**config.mk**
```make
export PLATFORM = sky130hd
export DESIGN_NAME = eqn_tt_sweeper_flat
export DESIGN_NICKNAME = d
export VERILOG_FILES = /design/src/rtl/eqn_tt_pkg.sv /design/src/rtl/eqn_tt_sweeper_if.sv /design/src/rtl/eqn_tt_sweeper_golden.sv /design/src/rtl/eqn_tt_sweeper.sv /design/src/flat_wrapper.sv
export SDC_FILE = /design/constraint.sdc
export NUM_CORES = 1
export LEC_CHECK = 0
export BUFFER_PORTS_ARGS = -buffer_cell sky130_fd_sc_hd__buf_4
export CAP_MARGIN = 0
export CORE_UTILIZATION = 55
export CTS_BUF_LIST = sky130_fd_sc_hd__clkbuf_16
export DETAILED_ROUTE_END_ITERATION = 8
export PLACE_DENSITY = 0.78
export SLEW_MARGIN = 15
export SYNTH_ARGS = -nofsm -noshare
export SYNTH_HDL_FRONTEND = slang
export SYNTH_HIERARCHICAL = 1
export SYNTH_SLANG_ARGS = --single-unit
```
**constraint.sdc**
```tcl
create_clock -name clk_i -period 2.06 [get_ports clk_i]
set_input_delay 0.515 -clock clk_i [delete_from_list [all_inputs] [get_ports clk_i]]
set_output_delay 0.515 -clock clk_i [all_outputs]
set_load 0.02 [all_outputs]
```
**src/rtl/eqn_tt_pkg.sv**
```systemverilog
// Shared types and sizes for the (P+Q').(R'+D) truth-table sweeper.
// Holds the FSM encoding, the vector count and the counter widths used by the top and its bench.
package eqn_tt_pkg;

  localparam int NUM_VECTORS = 16;
  localparam int VEC_W       = $clog2(NUM_VECTORS);
  localparam int ERR_W       = $clog2(NUM_VECTORS + 1);
  localparam int SETTLE_W    = 4;

  localparam logic [VEC_W-1:0] LAST_VEC = 4'd15;

  typedef enum logic [2:0] {
    IDLE,
    APPLY,
    SETTLE,
    SAMPLE,
    DONE
  } state_t;

endpackage

```
**src/rtl/eqn_tt_sweeper_if.sv**
```systemverilog
// Stimulus/result bundle between the sweeper (master) and whatever drives start and observes results (slave).
interface eqn_tt_sweeper_if;

  logic                           start_i;
  logic                           y_i;
  logic                           p_o;
  logic                           q_o;
  logic                           r_o;
  logic                           d_o;
  logic                           busy_o;
  logic                           done_o;
  logic                           pass_o;
  logic [eqn_tt_pkg::ERR_W-1:0]   err_cnt_o;
  logic [eqn_tt_pkg::VEC_W-1:0]   first_fail_o;
  logic                           first_fail_vld_o;

  modport master (
    input  start_i, y_i,
    output p_o, q_o, r_o, d_o, busy_o, done_o, pass_o,
           err_cnt_o, first_fail_o, first_fail_vld_o
  );

  modport slave (
    output start_i, y_i,
    input  p_o, q_o, r_o, d_o, busy_o, done_o, pass_o,
           err_cnt_o, first_fail_o, first_fail_vld_o
  );

endinterface

```
**src/rtl/eqn_tt_sweeper_golden.sv**
```systemverilog
// Golden model of the equation under test: exp = (p | ~q) & (~r | d).
// Purely combinational, zero latency.
module eqn_golden (
  input  logic p,
  input  logic q,
  input  logic r,
  input  logic d,
  output logic exp
);

  assign exp = (p | ~q) & (~r | d);

endmodule

```
**src/rtl/eqn_tt_sweeper.sv**
```systemverilog
// Sweeps all 16 {p,q,r,d} vectors into an external equation stage and scores y_i against eqn_golden.
// Each vector takes SETTLE_CYCLES+2 cycles; TT_STOP_ON_FAIL_EN ends the sweep at the first mismatch.
module eqn_tt_sweeper
  import eqn_tt_pkg::*;
#(
  parameter int SETTLE_CYCLES = 2
) (
  input  logic             clk_i,
  input  logic             rst_i,
  eqn_tt_sweeper_if.master bus
);

`ifdef TT_STOP_ON_FAIL_EN
  localparam bit STOP_ON_FAIL = 1'b1;
`else
  localparam bit STOP_ON_FAIL = 1'b0;
`endif

  localparam logic [SETTLE_W-1:0] SETTLE_LAST = SETTLE_W'(SETTLE_CYCLES - 1);

  state_t              state, state_nxt;
  logic [VEC_W-1:0]    vec, vec_nxt;
  logic [SETTLE_W-1:0] settle_cnt, settle_nxt;
  logic [ERR_W-1:0]    err_cnt, err_nxt;
  logic [VEC_W-1:0]    first_fail, first_fail_nxt;
  logic                first_fail_vld, first_fail_vld_nxt;
  logic                pass, pass_nxt;
  logic [VEC_W-1:0]    stim;
  logic                exp_bit;
  logic                mismatch;
  logic                sweeping_nxt;

  eqn_golden u_golden (
    .p   (vec[3]),
    .q   (vec[2]),
    .r   (vec[1]),
    .d   (vec[0]),
    .exp (exp_bit)
  );

  assign mismatch     = (bus.y_i != exp_bit);
  assign sweeping_nxt = (state_nxt == APPLY) || (state_nxt == SETTLE) || (state_nxt == SAMPLE);

  always_comb begin
    state_nxt          = state;
    vec_nxt            = vec;
    settle_nxt         = settle_cnt;
    err_nxt            = err_cnt;
    first_fail_nxt     = first_fail;
    first_fail_vld_nxt = first_fail_vld;
    pass_nxt           = pass;

    case (state)
      IDLE: begin
        if (bus.start_i) begin
          state_nxt          = APPLY;
          vec_nxt            = '0;
          err_nxt            = '0;
          first_fail_vld_nxt = 1'b0;
          pass_nxt           = 1'b0;
        end
      end
      APPLY: begin
        settle_nxt = '0;
        state_nxt  = SETTLE;
      end
      SETTLE: begin
        if (settle_cnt == SETTLE_LAST) begin
          state_nxt = SAMPLE;
        end else begin
          settle_nxt = settle_cnt + 1'b1;
        end
      end
      SAMPLE: begin
        if (mismatch) begin
          err_nxt = err_cnt + 1'b1;
          if (!first_fail_vld) begin
            first_fail_nxt     = vec;
            first_fail_vld_nxt = 1'b1;
          end
        end
        // pass is decided on the way into DONE so it is already valid while done_o is high
        if ((STOP_ON_FAIL && mismatch) || (vec == LAST_VEC)) begin
          state_nxt = DONE;
          pass_nxt  = (err_nxt == '0);
        end else begin
          vec_nxt   = vec + 1'b1;
          state_nxt = APPLY;
        end
      end
      DONE: begin
        state_nxt = IDLE;
      end
      default: begin
        state_nxt = IDLE;
      end
    endcase
  end

  always_ff @(posedge clk_i) begin
    if (rst_i) begin
      state          <= IDLE;
      vec            <= '0;
      settle_cnt     <= '0;
      err_cnt        <= '0;
      first_fail     <= '0;
      first_fail_vld <= 1'b0;
      pass           <= 1'b0;
      stim           <= '0;
    end else begin
      state          <= state_nxt;
      vec            <= vec_nxt;
      settle_cnt     <= settle_nxt;
      err_cnt        <= err_nxt;
      first_fail     <= first_fail_nxt;
      first_fail_vld <= first_fail_vld_nxt;
      pass           <= pass_nxt;
      stim           <= sweeping_nxt ? vec_nxt : '0;
    end
  end

  assign bus.p_o              = stim[3];
  assign bus.q_o              = stim[2];
  assign bus.r_o              = stim[1];
  assign bus.d_o              = stim[0];
  assign bus.busy_o           = (state == APPLY) || (state == SETTLE) || (state == SAMPLE);
  assign bus.done_o           = (state == DONE);
  assign bus.pass_o           = pass;
  assign bus.err_cnt_o        = err_cnt;
  assign bus.first_fail_o     = first_fail;
  assign bus.first_fail_vld_o = first_fail_vld;

endmodule

```
**src/flat_wrapper.sv**
```systemverilog
// flat-port wrapper written by rule: the top's interface ports become plain ports
module eqn_tt_sweeper_flat import eqn_tt_pkg::*;
#(
  parameter int SETTLE_CYCLES = 2
)
  (clk_i, rst_i, bus_start_i, bus_y_i, bus_p_o, bus_q_o, bus_r_o, bus_d_o, bus_busy_o, bus_done_o, bus_pass_o, bus_err_cnt_o, bus_first_fail_o, bus_first_fail_vld_o);
  eqn_tt_sweeper_if bus_i ();
  input  logic clk_i;
  input  logic rst_i;
  input wire logic [$bits(bus_i.start_i)-1:0] bus_start_i;
  input wire logic [$bits(bus_i.y_i)-1:0] bus_y_i;
  output wire logic [$bits(bus_i.p_o)-1:0] bus_p_o;
  output wire logic [$bits(bus_i.q_o)-1:0] bus_q_o;
  output wire logic [$bits(bus_i.r_o)-1:0] bus_r_o;
  output wire logic [$bits(bus_i.d_o)-1:0] bus_d_o;
  output wire logic [$bits(bus_i.busy_o)-1:0] bus_busy_o;
  output wire logic [$bits(bus_i.done_o)-1:0] bus_done_o;
  output wire logic [$bits(bus_i.pass_o)-1:0] bus_pass_o;
  output wire logic [$bits(bus_i.err_cnt_o)-1:0] bus_err_cnt_o;
  output wire logic [$bits(bus_i.first_fail_o)-1:0] bus_first_fail_o;
  output wire logic [$bits(bus_i.first_fail_vld_o)-1:0] bus_first_fail_vld_o;
  assign bus_i.start_i = bus_start_i;
  assign bus_i.y_i = bus_y_i;
  assign bus_p_o = bus_i.p_o;
  assign bus_q_o = bus_i.q_o;
  assign bus_r_o = bus_i.r_o;
  assign bus_d_o = bus_i.d_o;
  assign bus_busy_o = bus_i.busy_o;
  assign bus_done_o = bus_i.done_o;
  assign bus_pass_o = bus_i.pass_o;
  assign bus_err_cnt_o = bus_i.err_cnt_o;
  assign bus_first_fail_o = bus_i.first_fail_o;
  assign bus_first_fail_vld_o = bus_i.first_fail_vld_o;
  eqn_tt_sweeper #(.SETTLE_CYCLES(SETTLE_CYCLES)) u_core (.clk_i(clk_i), .rst_i(rst_i), .bus(bus_i));
endmodule
```
======== Word-level counts from Yosys, hierarchy flattened ========
Index checks and enable logic that the tools add are counted.
storage, ports and cells
  register bits ........................... 26
  latch bits .............................. 0
  bits in writable memories ............... 0
  memory bits (read-only) ................. 0
  bits of input ports ..................... 4
  output and inout port bits .............. 17
  word-level logic and storage cells ...... 64
  memories kept ........................... 0
operators by class
  $add $sub $neg .......................... 3
  multiply operators ...................... 0
  div/mod/pow operators ................... 0
  magnitude comparators ................... 0
  equal/unequal tests ..................... 14
  shifts and indexed selects .............. 0
  mux-type cells .......................... 18
  bitwise logic cells ..................... 7
  reductions and logical operators ........ 14
operators with widths
  cell                                                 number
  one-hot mux 4 bit (2 select lines)                   2
  2-to-1 mux 5 bit                                     3
  equality test 3 x 2 -> 1 bit, second input constant  4
  2-to-1 mux 4 bit                                     3
  one-hot mux 3 bit (4 select lines)                   1
  one-hot mux 5 bit (2 select lines)                   1
  2-to-1 mux 3 bit                                     3
  AND reduction 3 bit                                  3
  adder 4 x 1 -> 4 bit, second input constant          2
  equality test 3 x 1 -> 1 bit, second input constant  2
  adder 5 x 1 -> 5 bit, second input constant          1
  logical NOT 5 bit                                    1
  equality test 4 x 1 -> 1 bit, second input constant  1
  equality test 4 bit, second input constant           1
  logical OR 1 bit                                     4
  != test 2 x 1 -> 1 bit, second input constant        2
  != test 2 bit, second input constant                 2
  inverter 1 bit                                       4
  one-hot mux 1 bit (2 select lines)                   2
  AND reduction 2 bit                                  2
  nonzero test 2 bit                                   2
  equality test 3 bit, second input constant           1
  logical NOT 3 bit                                    1
  2-to-1 mux 1 bit                                     3
  4 further kinds                                      5

======== Depth between registers and ports, before layout ========
Gate-level depths: netlist (run 1).
  word-level depth ........................ 9
  mapped depth ............................ 6
  mapped depth without buffers ............ 6

======== Cells and area by module ========
Netlist (run 1), hierarchy kept.
by module, submodules not included
  module          instances  cells each  area an instance (um2)  seq. area each (um2)
  eqn_tt_sweeper  1          150         1322.5                  520.5
  eqn_golden      1          3           20.0                    0.0

======== Least setup slack after synthesis (run 1) ========
OpenSTA, ideal clock, no wires.
  path type ............................... reg2reg
  from .................................... register u_core.settle_cnt[1]
  to ...................................... register u_core.settle_cnt[0]
  setup time .............................. 0.074 ns
  arrival ................................. 1.625 ns
  data required time ...................... 1.986 ns
  path slack .............................. 0.361 ns
  stages on the path, launching flop included .. 7
  path buffers ............................ 0
  period minus slack after synthesis ...... 1.699 ns
  cell sequence ........................... dfxtp_1 > inv_1 > ha_1 > nor3b_1 > or2_2 > or4b_1 > a31oi_1
between the ends
  word-level cells in the longest chain between the ends .. 3
ends and longest elaborated chain
  what                                  line                   text
  start: declaration                    eqn_tt_sweeper.sv:23   logic [SETTLE_W-1:0] settle_cnt, settle_nxt;
  start signal: assignment              eqn_tt_sweeper.sv:113  settle_cnt <= settle_nxt;
  equality test 4 x 1 -> 1 bit          eqn_tt_sweeper.sv:68   if (settle_cnt == SETTLE_LAST) begin
  != test 2 bit (no source line)        --
  AND reduction 2 bit (no source line)  --
Every way passes these cells.
A chain may end at the register's enable or synchronous reset.

======== Worst setup path after layout (run 1) ========
  from .................................... register u_core.vec[0]
  to ...................................... register u_core.err_cnt[4] (netlist: u_core/bus.err_cnt_o[4])
between the ends
  word-level cells in the longest chain between the ends .. 6
ends and longest elaborated chain
  what                                line                         text
  start: declaration                  eqn_tt_sweeper.sv:22         logic [VEC_W-1:0] vec, vec_nxt;
  start signal: assignment            eqn_tt_sweeper.sv:112        vec <= vec_nxt;
  OR 1 bit                            eqn_tt_sweeper_golden.sv:11  assign exp = (p | ~q) & (~r | d);
  AND 1 bit                           eqn_tt_sweeper_golden.sv:11
  net u_core.exp_bit                  eqn_tt_sweeper.sv:29         logic exp_bit;
  != test 1 bit                       eqn_tt_sweeper.sv:41         assign mismatch = (bus.y_i != exp_bit);
  2-to-1 mux 5 bit                    eqn_tt_sweeper.sv:75         if (mismatch) begin
  2-to-1 mux 5 bit                    eqn_tt_sweeper.sv:53         case (state)
  one-hot mux 5 bit (2 select lines)  eqn_tt_sweeper.sv:53
  end signal: assignment              eqn_tt_sweeper.sv:114        err_cnt <= err_nxt;
  end: declaration                    eqn_tt_sweeper.sv:24         logic [ERR_W-1:0] err_cnt, err_nxt;
The timed path passes the listed nets, and every way through them passes these cells. The select of a mux whose other input is x is not followed.

==> impl_results.md, run 1 <==
- Rel. slew slack: between 60% and 70%
- TritonCTS Sinks: 26
- Met3 Use GR: under 10%
- YS warnings: 6
- Layout cell share with drive strength beyond 1: approximately 19%
- Grt peak-use layer: met2
- CTS resizes: 0
- Die Y: 51.4 µm
- Measured slew at the worst slew-check pin: around 0.54 ns
- Dpl hpwl: 2.04 mm
- Synth top area share: about two fifths
- Setup Viol. Count Final: 0
- Multi-input logic area: between 700 and 800 µm²
- Synth cell types: 39
- Clock slew at reported path FFs: 0.06 ns
- Fin. max-slew vios: 0
- Worst IR Drop VDD: ~0.00055 V
- All-Layer GR Usage: about a quarter
- Hold buffers post-CTS: 0
- Clock H-tree levels: 1
- Number of global-route vias before repair: approximately 1,000
- Initial antenna violation count: 0
- Post-Route Skew: between 0.004 and 0.005 ns
- Min cycle time layout: roughly 1.9 ns
- Worst-skew pair later-pin latency: between 0.2 and 0.3 ns
- DR WL/cell: ~15 µm
- ANT nets after route: 0
- Unrepaired setup endpoints after global routing: no
- Pin count of the biggest net entering global routing: 25
- Antenna Cells: 0
- Vias: between 1,000 and 1,500
- Setup TNS: 0 ns
- First-pass GRT wire length: about 4.7 mm
- PwrDens: approximately 660 nW/µm²
- Highest Clock Rate: approximately 0.52 GHz
- Syn Inst Count: ~150
- Iteration-0 DRC Markers: 56
- Max FO, Critical Path: 10
- Postcts setup bufs: 0
- Port bufs: 20
- Final hold violations: 0
- Seq/Total Area, Yosys: roughly 39%
- Detailed Routing Iterations Pass 1: 4
- Design Area, Final: approximately 1600 µm²
- Row count: 17
- DRT Wirelength: about 2.9 mm
- Fin worst setup slack: around 0.15 ns
- CTS tree: done
- DR DRC count: 0
- Seq cells post-synth: 26
- Leading area contributor after synthesis: dfxtp_1
- Pre-CTS WS: 0.159 ns
- Critical path arrival: roughly 2.1 ns
- FF+latch area: 520 µm²
- Mean Syn Cell Area: ~8.8 µm²
- R2R cell count: 6
- Max_cap viols: 0
- Critical Path RT: around 2.2 ns
- LEAKAGE: 0.000606 µW
- CP startpoint kind: register
- Min-Delay Path Depth: 2
- Area delta synth->final: 17.7%
- TritonCTS Buffers: 3
- Die area: roughly 2600 µm²
- Largest cells by area after synthesis: dfxtp_1 (39%), nor2_1 (5.0%), o21ai_0 (4.1%)
- Initial Util: between 50 and 60%
- WHS: about 0.49 ns
- Final core utilization: 70.1%
- Fillcell total: about 180
- Post-Syn Area: 1340 µm²
- Placed instance area: approximately 1500 µm²
- DR vias/cell: 6.22
- Status: completed
- Congestion Overflow GR: 0
- Final period util: a little over 90%
- Nets: ~180
- Met1 Track Usage GR: 30.8%
- CP Capture Type: register
- Die X: 51.4 µm
- CTS root buffer: clkbuf_16
- Kind of critical path: reg2reg
- RD Place Congestion: ~0.85
- Floorplan core area: 2250 µm²
- Syn nets: 161
- CTS Buffer Depth: 2
- IO Pins: 21
- Hold Crit Class: reg2reg
- Grt met2 use: between 30% and 40%
-- registers in the layout, indices dropped and copies added, names as in the netlist --
register	count
u_core/vec	4
u_core/stim	4
u_core/bus.first_fail_vld_o	1
u_core/bus.pass_o	1
u_core/state	3
u_core/settle_cnt	4
u_core/bus.first_fail_o	4
u_core/bus.err_cnt_o	5
-- report_power, final --
group	total [µW]	switching (µW)	internal, µW
Clock	416	159	257
Sequential	528	17.4	510
Combinational	98.2	61.1	37.1
Total	1040	238	804
-- synthesized netlist by cell type --
library cell / instances
dfxtp_1: 26
nor2_1: 18
o21ai_0: 11
nor3_1: 9
a21oi_1: 8
nand2_1: 7
nand3_1: 7
a211oi_1: 5
nor2b_1: 5
ha_1: 4
inv_1: 4
mux2i_1: 4
nor3b_1: 4
a31oi_1: 3
buf_2: 3
clkbuf_1: 3
nand4_1: 3
or3_1: 3
a41o_1: 2
and2_1: 2
nand3b_1: 2
o211ai_1: 2
o221ai_1: 2
a211o_2: 1
a22oi_2: 1
a311oi_1: 1
a32oi_1: 1
and3b_1: 1
buf_6: 1
mux2_2: 1
nand4_4: 1
nor3_4: 1
o31ai_1: 1
or2_2: 1
or3b_2: 1
or4b_1: 1
xnor2_1: 1
xor2_1: 1
xor2_4: 1
-- cells by family after synthesis --
kind of cell	synth area share (%)
adders and majority gates	3.73
DFF	38.8
buffers and inverters	3.91
xor gates and xnor gates	3.36
muxes	3.82
and+or+nand+nor	27.7
AOI/OAI and AO/OA	18.7
-- layout by cell type (no fill, tap or decap), types with 4 or more instances in the layout --
master,n
mux2i_1,4
nand2_1,7
nor3b_1,4
o21ai_0,11
nor2b_1,5
dfxtp_1,26
a211oi_1,5
a21oi_1,8
nand3_1,7
buf_4,22
inv_1,4
ha_1,4
nor2_1,18
nor3_1,9
-- critical path, cell delays in order (launching register included) --
cell and delay (ns):
dfxtp_1 0.44, inv_1 0.09, a22oi_2 0.31, xor2_4 0.33
nand4_4 0.15, or3_1 0.35, a31oi_1 0.15
-- metrics by stage --
step | total power (µW) | std cells
5_1_grt | 1090 | 199
2_1_floorplan | 606 | 153
4_1_cts | 1040 | 199
6_report | 1040 | 199
3_3_place_gp | 632 | 196
3_5_place_dp | 635 | 196
-- per-layer routing --
layer	vias to the layer above	share of wire, %
met5	-	0
met4	0	0.55
met3	2	6.6
met2	51	48
met1	583	44
li1	602	-
-- layout make-up --
cell class | instances | area share, %
clock buffers | 3 | 4.75
inverters | 4 | 0.950
multi-input cells | 116 | 48.7
flip-flops and latches | 26 | 32.9
well taps | 28 | 2.22
repair buffers | 22 | 10.5
-- worst paths after layout --
kind | startpoint | slack (ns) | end
min | u_core/bus.first_fail_o[1]$_SDFFE_PP0P_ | 0.49 | u_core/bus.first_fail_o[1]$_SDFFE_PP0P_
max | u_core/vec[0]$_SDFF_PP0_ | 0.15 | u_core/bus.err_cnt_o[4]$_SDFFE_PP0P_
max reg2reg | u_core/vec[0]$_SDFF_PP0_ | 0.15 | u_core/bus.err_cnt_o[4]$_SDFFE_PP0P_
min reg2reg | u_core/bus.first_fail_o[1]$_SDFFE_PP0P_ | 0.49 | u_core/bus.first_fail_o[1]$_SDFFE_PP0P_
Note: power is estimated with default switching activity, not from simulation.
==> inputs of run 2 (changes only) <==
==> constraint.sdc (replaced) <==
create_clock -name clk_i -period 2.06 [get_ports clk_i]
set_input_delay 0.103 -clock clk_i [delete_from_list [all_inputs] [get_ports clk_i]]
set_output_delay 0.103 -clock clk_i [all_outputs]
set_load 0.02 [all_outputs]
==> run 2 against run 1 <==
  * Utilization rose by 0.17 points
  * First-iteration DRC count fell by 32%
  * Largest power group unchanged
  * Critical path depth did not move
  * Critical endpoint unchanged
==> impl_results.md, run 2 (synthesis results as in run 1) <==
- Worst-skew pair later-pin latency: approximately 0.26 ns
- Hold buffers post-CTS: 0
- Hold Crit Class: in2reg
- Critical path's slowest cell: dfxtp_1
- Status: completed
- Vias: roughly 1,200
- Antenna Cells: 0
- Commonest non-fill, non-tap cells in the layout: dfxtp_1 (26), buf_4 (22), nor2_1 (18)
- Clock H-tree levels: 1
- Floorplan core area: around 2300 µm²
- Highest Clock Rate: around 0.53 GHz
- LEAKAGE: a little over 0.0006 µW
- Congestion Overflow GR: 0
- TritonCTS Sinks: 26
- Number of global-route vias before repair: 1,128
- Detailed Routing Iterations Pass 1: 4
- CTS tree: done
- DR DRC count: 0
- ANT nets after route: 0
- Die Y: slightly above 50 µm
- Postcts setup bufs: 0
- CTS resizes: 0
- Final period util: between 90% and 100%
- Pin count of the biggest net entering global routing: 25
- PwrDens: between 600 and 700 nW/µm²
- Kind of critical path: reg2reg
- Dpl hpwl: between 2 and 2.5 mm
- DR WL/cell: roughly 15 µm
- Nets: between 150 and 200
- Clock slew at reported path FFs: ~0.06 ns
- Final core utilization: 70.3%
- WHS: roughly 0.19 ns
- CP Capture Type: register
- Worst path cell trace: inv_1, a22oi_2, xor2_4, nand4_4, or3_1, a31oi_1
- Max FO, Critical Path: 10
- Design Area, Final: around 1600 µm²
- DRT Wirelength: roughly 3.0 mm
- Post-Route Skew: between 0.0015 and 0.002 ns
- IO Pins: 21
- RD Place Congestion: roughly 0.85
- Final hold violations: 0
- Area delta synth->final: 18.0%
- Initial Util: 59.5%
- Pwr Total: 1060 µW
- CP startpoint kind: register
- Die X: ~51 µm
- All-Layer GR Usage: approximately 27%
- Unrepaired setup endpoints after global routing: no
- Rel. slew slack: roughly 63%
- Die area: 2640 µm²
- Layout cell share with drive strength beyond 1: between 10% and 20%
- Setup Viol. Count Final: 0
- Min cycle time layout: ~1.9 ns
- CTS Buffer Depth: 2
- Worst IR Drop VDD: 0.000575 V
- Max_cap viols: 0
- Iteration-0 DRC Markers: 38
- Largest register FFs: 5
- Setup TNS: 0 ns
- Initial antenna violation count: 0
- Placed instance area: 1510 µm²
- DR vias/cell: 6.05
- Port bufs: 20
- First-pass GRT wire length: between 5 and 6 mm
- Fin. max-slew vios: 0
- Row count: 17
- Critical Path RT: about 2.3 ns
- CTS root buffer: clkbuf_16
- Measured slew at the worst slew-check pin: around 0.55 ns
- Commonest non-fill, non-tap cell in the layout: dfxtp_1
- TritonCTS Buffers: 3
- Critical path arrival: just over 2 ns
- Crit path largest cell delay: between 0.4 and 0.5 ns
run 2: cell types whose count changed in the layout (fill, tap and decap cells not counted), sizes merged:
cell / before / now
clkinv: 0 / 1
run 2: worst paths after layout:
kind,startpoint,to,slack [ns],cells past startpoint
worst max-delay path,u_core/vec[0]$_SDFF_PP0_,u_core/bus.err_cnt_o[4]$_SDFFE_PP0P_,0.19,6
worst min-delay path,rst_i,u_core/vec[3]$_SDFF_PP0_,0.19,2
worst max register to register,u_core/vec[0]$_SDFF_PP0_,u_core/bus.err_cnt_o[4]$_SDFFE_PP0P_,0.19,6
worst min register to register,u_core/bus.first_fail_o[1]$_SDFFE_PP0P_,u_core/bus.first_fail_o[1]$_SDFFE_PP0P_,0.49,2
run 2: where the power goes:
group,switching (µW),internal (µW),total [µW]
logic,61.1,37.1,98.2
clock network,173,260,433
registers,17.2,510,527
run 2: final cells by class:
type,count,area (µm²)
clock buffers,3,75.1
clock inverters,1,3.75
fillers,195,671
inverters,4,15.0
multi-input cells,116,769
flip-flops and latches,26,520
well taps,28,35.0
repair buffers,22,165
run 2: critical path, delay by kind of cell, from the launching register on:
| family | cells | cell delay [ns] |
|---|---|---|
| xor+xnor | 1 | 0.35 |
| simple gates | 2 | 0.49 |
| flops | 1 | 0.44 |
| buf+inv | 1 | 0.08 |
| compound gates | 2 | 0.45 |
run 2: metal layers:
layer	wire length (µm)	GRT usage, %
met4	61	12.2
met1	1400	34.1
met2	1410	44.2
met3	107	4.46
met5	0	0
run 2: stage by stage:
step | worst slack [ns] | instances
6_report | 0.188 | 200
5_1_grt | 0.0910 | 200
4_1_cts | 0.189 | 200
3_5_place_dp | 0.200 | 196
3_3_place_gp | 0.308 | 196
2_1_floorplan | 0.361 | 153
==> inputs of run 3 (changes only) <==
--- a/config.mk
+++ b/config.mk
@@ -5,12 +5,14 @@
 export SDC_FILE = /design/constraint.sdc
 export NUM_CORES = 1
 export LEC_CHECK = 0
+export ABC_CLOCK_PERIOD_IN_PS = 1600
 export BUFFER_PORTS_ARGS = -buffer_cell sky130_fd_sc_hd__buf_4
 export CAP_MARGIN = 0
-export CORE_UTILIZATION = 55
+export CORE_UTILIZATION = 50
 export CTS_BUF_LIST = sky130_fd_sc_hd__clkbuf_16
+export CTS_CLUSTER_DIAMETER = 150
 export DETAILED_ROUTE_END_ITERATION = 8
-export PLACE_DENSITY = 0.78
+export PLACE_DENSITY = 0.75
 export SLEW_MARGIN = 15
 export SYNTH_ARGS = -nofsm -noshare
 export SYNTH_HDL_FRONTEND = slang
==> constraint.sdc (replaced) <==
create_clock -name clk_i -period 1.6 [get_ports clk_i]
set_input_delay 0.08 -clock clk_i [delete_from_list [all_inputs] [get_ports clk_i]]
set_output_delay 0.08 -clock clk_i [all_outputs]
set_load 0.02 [all_outputs]
==> run 3 against run 2 <==
  * The run now ends with setup timing left
  * Utilization increased by 0.67 points
  * Global-route usage decreased by 2.3 points
  * Critical path type unchanged
  * Worst hold slack lost 0.016 ns
  * Sequential cell count is the same
  * Clock-buffer cell count unchanged
  * Worst setup slack got worse by 0.22 ns
  * Critical endpoint is now u_core/settle_cnt[0]$_SDFFE_PP0P_
  * Wire length is 5.7% higher
  * Clock power increased by 23%
  * Die area increased by 9.6%
  * First-iteration DRC count increased by 5.3%
==> impl_results.md, run 3 (synthesis results as in run 1) <==
- Pin count of the biggest net entering global routing: 25
- LEAKAGE: just over 0.0007 µW
- Crit path largest cell delay: 0.50 ns
- PwrDens: about 780 nW/µm²
- Highest Clock Rate: just over 0.6 GHz
- Nets: 200
- ANT nets after route: 0
- Vias: 1,330
- Min cycle time layout: about 1.6 ns
- Clock slew at reported path FFs: around 0.060 ns
- Detailed Routing Iterations Pass 1: 4
- End point of the critical path: u_core/settle_cnt[0]$_SDFFE_PP0P_
- Commonest non-fill, non-tap cells in the layout: buf_4 (39), dfxtp_1 (22), nor2_1 (18)
- First-pass GRT wire length: between 5 and 6 mm
- Die X: 53.8 µm
- Min-Delay Path Depth: 2
- Congestion Overflow GR: 0
- Floorplan core area: 2500 µm²
- Measured slew at the worst slew-check pin: around 0.35 ns
- TritonCTS Buffers: 3
- Number of global-route vias before repair: around 1,100
- CP Capture Type: register
- Row count: 18
- IO Pins: 21
- Dpl hpwl: between 2 and 2.5 mm
- Final hold violations: 0
- Antenna Cells: 0
- CTS root buffer: clkbuf_16
- Layout cell share with drive strength beyond 1: between 30% and 40%
- Design Area, Final: 1770 µm²
- Critical Path Start: u_core/settle_cnt[1]$_SDFFE_PP0P_
- RD Place Congestion: 0.799
- Critical path's slowest cell: or4b_1
- Fillcell total: about 210
- Max FO, Critical Path: 2
- Critical Path RT: between 1.5 and 2 ns
- Cells after DPL: roughly 220
- Post-Route Skew: approximately 0.0025 ns
- R2R Setup Slk: -0.03 ns
- R2R cell count: 6
- CP startpoint kind: register
- Fin cells: 220
- Critical path arrival: 1.81 ns
- DR DRC count: 0
- Clock H-tree levels: 1
- FF+latch area: approximately 530 µm²
- Initial Util: between 50% and 60%
- Worst IR Drop VDD: 0.000625 V
- Iteration-0 DRC Markers: 40
- Port bufs: 20
- CTS tree: done
- Fin. max-slew vios: 0
- Max_cap viols: 0
- Setup Viol. Count Final: 1
- DR WL/cell: 14.3 µm
- Failing checks: setup timing
- TritonCTS Sinks: 26
- Fin worst setup slack: -0.0303 ns
- Die Y: roughly 54 µm
- Unrepaired setup endpoints after global routing: yes
- Worst R2R Start: u_core/settle_cnt[1]$_SDFFE_PP0P_
- Status: complete, but fails checks
- Initial antenna violation count: 0
- DRT Wirelength: 3.15 mm
- Commonest non-fill, non-tap cell in the layout: buf_4
- CTS Buffer Depth: 2
- DR vias/cell: between 6 and 7
- Hold Crit Class: in2reg
- Area delta synth->final: 32.1%
- Placed instance area: about 1600 µm²
- All-Layer GR Usage: about a quarter
- Multi-input logic area: between 800 and 900 µm²
- R2R Path End: u_core/settle_cnt[0]$_SDFFE_PP0P_
- Rel. slew slack: 76.2%
- Worst-skew pair later-pin latency: roughly 0.25 ns
- Worst path cell trace: inv_2, ha_4, nor3b_4, or2_4, or4b_1, a31oi_1
- Kind of critical path: reg2reg
- Final period util: 102%
- Die area: 2900 µm²
- Largest register FFs: 5
==> run 3: changes by cell type in the layout (fill, tap and decap cells not counted), moves of 2 or more <==
cell,change
dfxtp_1,-4
inv_1,-2
buf_6,+2
o21ai_1,+3
o21ai_0,-3
buf_4,+17
dfxtp_2,+4
inv_2,+2
==> run 3: cell type report <==
type | instances | area share [%]
clock buffers | 3 | 4.23
multi-input cells | 116 | 45.4
repair buffers | 41 | 17.8
flip-flops and latches | 26 | 29.6
inverters | 4 | 0.847
well taps | 30 | 2.12
==> run 3: timing repair <==
action                     CTS  global route
setup endpoints to repair    2            15
hold buffers                 0             0
gates resized for setup      5             9
pin swaps                    2             4
setup buffers                1             1
==> run 3: worst min-delay path by stage <==
stage,startpoint,end
after floorplan,rst_i,u_core/state[2]$_SDFF_PP0_
final,rst_i,u_core/bus.first_fail_o[2]$_SDFFE_PP0P_
after global routing,rst_i,u_core/bus.first_fail_o[1]$_SDFFE_PP0P_
after global placement,rst_i,u_core/vec[1]$_SDFF_PP0_
after detailed placement,rst_i,u_core/vec[3]$_SDFF_PP0_
after CTS,rst_i,u_core/bus.first_fail_o[2]$_SDFFE_PP0P_
==> run 3: stage by stage <==
stage	power [µW]	setup slack (ns)	setup TNS, ns	util (%)	hold slack (ns)
after floorplan	783	-0.00538	-0.00538	-	0.171
after global placement	845	0.0122	0	65.7	0.432
after detailed placement	850	-0.0450	-0.0450	65.7	0.439
after CTS	1390	-0.0491	-0.0491	69.9	0.175
after global routing	1440	-0.0917	-0.239	70.9	0.184
final	1380	-0.0303	-0.0303	70.9	0.177
==> run 3: report_power, final <==
part | total (µW) | switching, µW | internal, µW | leakage (µW)
registers | 672 | 14.5 | 657 | 0.000212
logic | 180 | 96.9 | 83.6 | 0.000469
clock network | 532 | 202 | 330 | 0.0000370
==> run 3: critical path, delay by kind of cell (launching register included) <==
kind / cells / cell delay, ns
AND/OR/NAND/NOR: 3 / 0.88
adder cells (fa/ha/maj): 1 / 0.14
flip-flops: 1 / 0.33
AO/OA/AOI/OAI: 1 / 0.17
buffers and inverters: 1 / 0.04
==> run 3: per-layer routing <==
layer	routed length, µm	up-vias	part of all wire, %	track usage, %
li1	-	638	-	-
met1	1400	630	45	32.4
met2	1530	54	49	39.3
met3	164	8	5.2	4.24
met4	53	0	1.7	10.1
met5	0	-	0	0
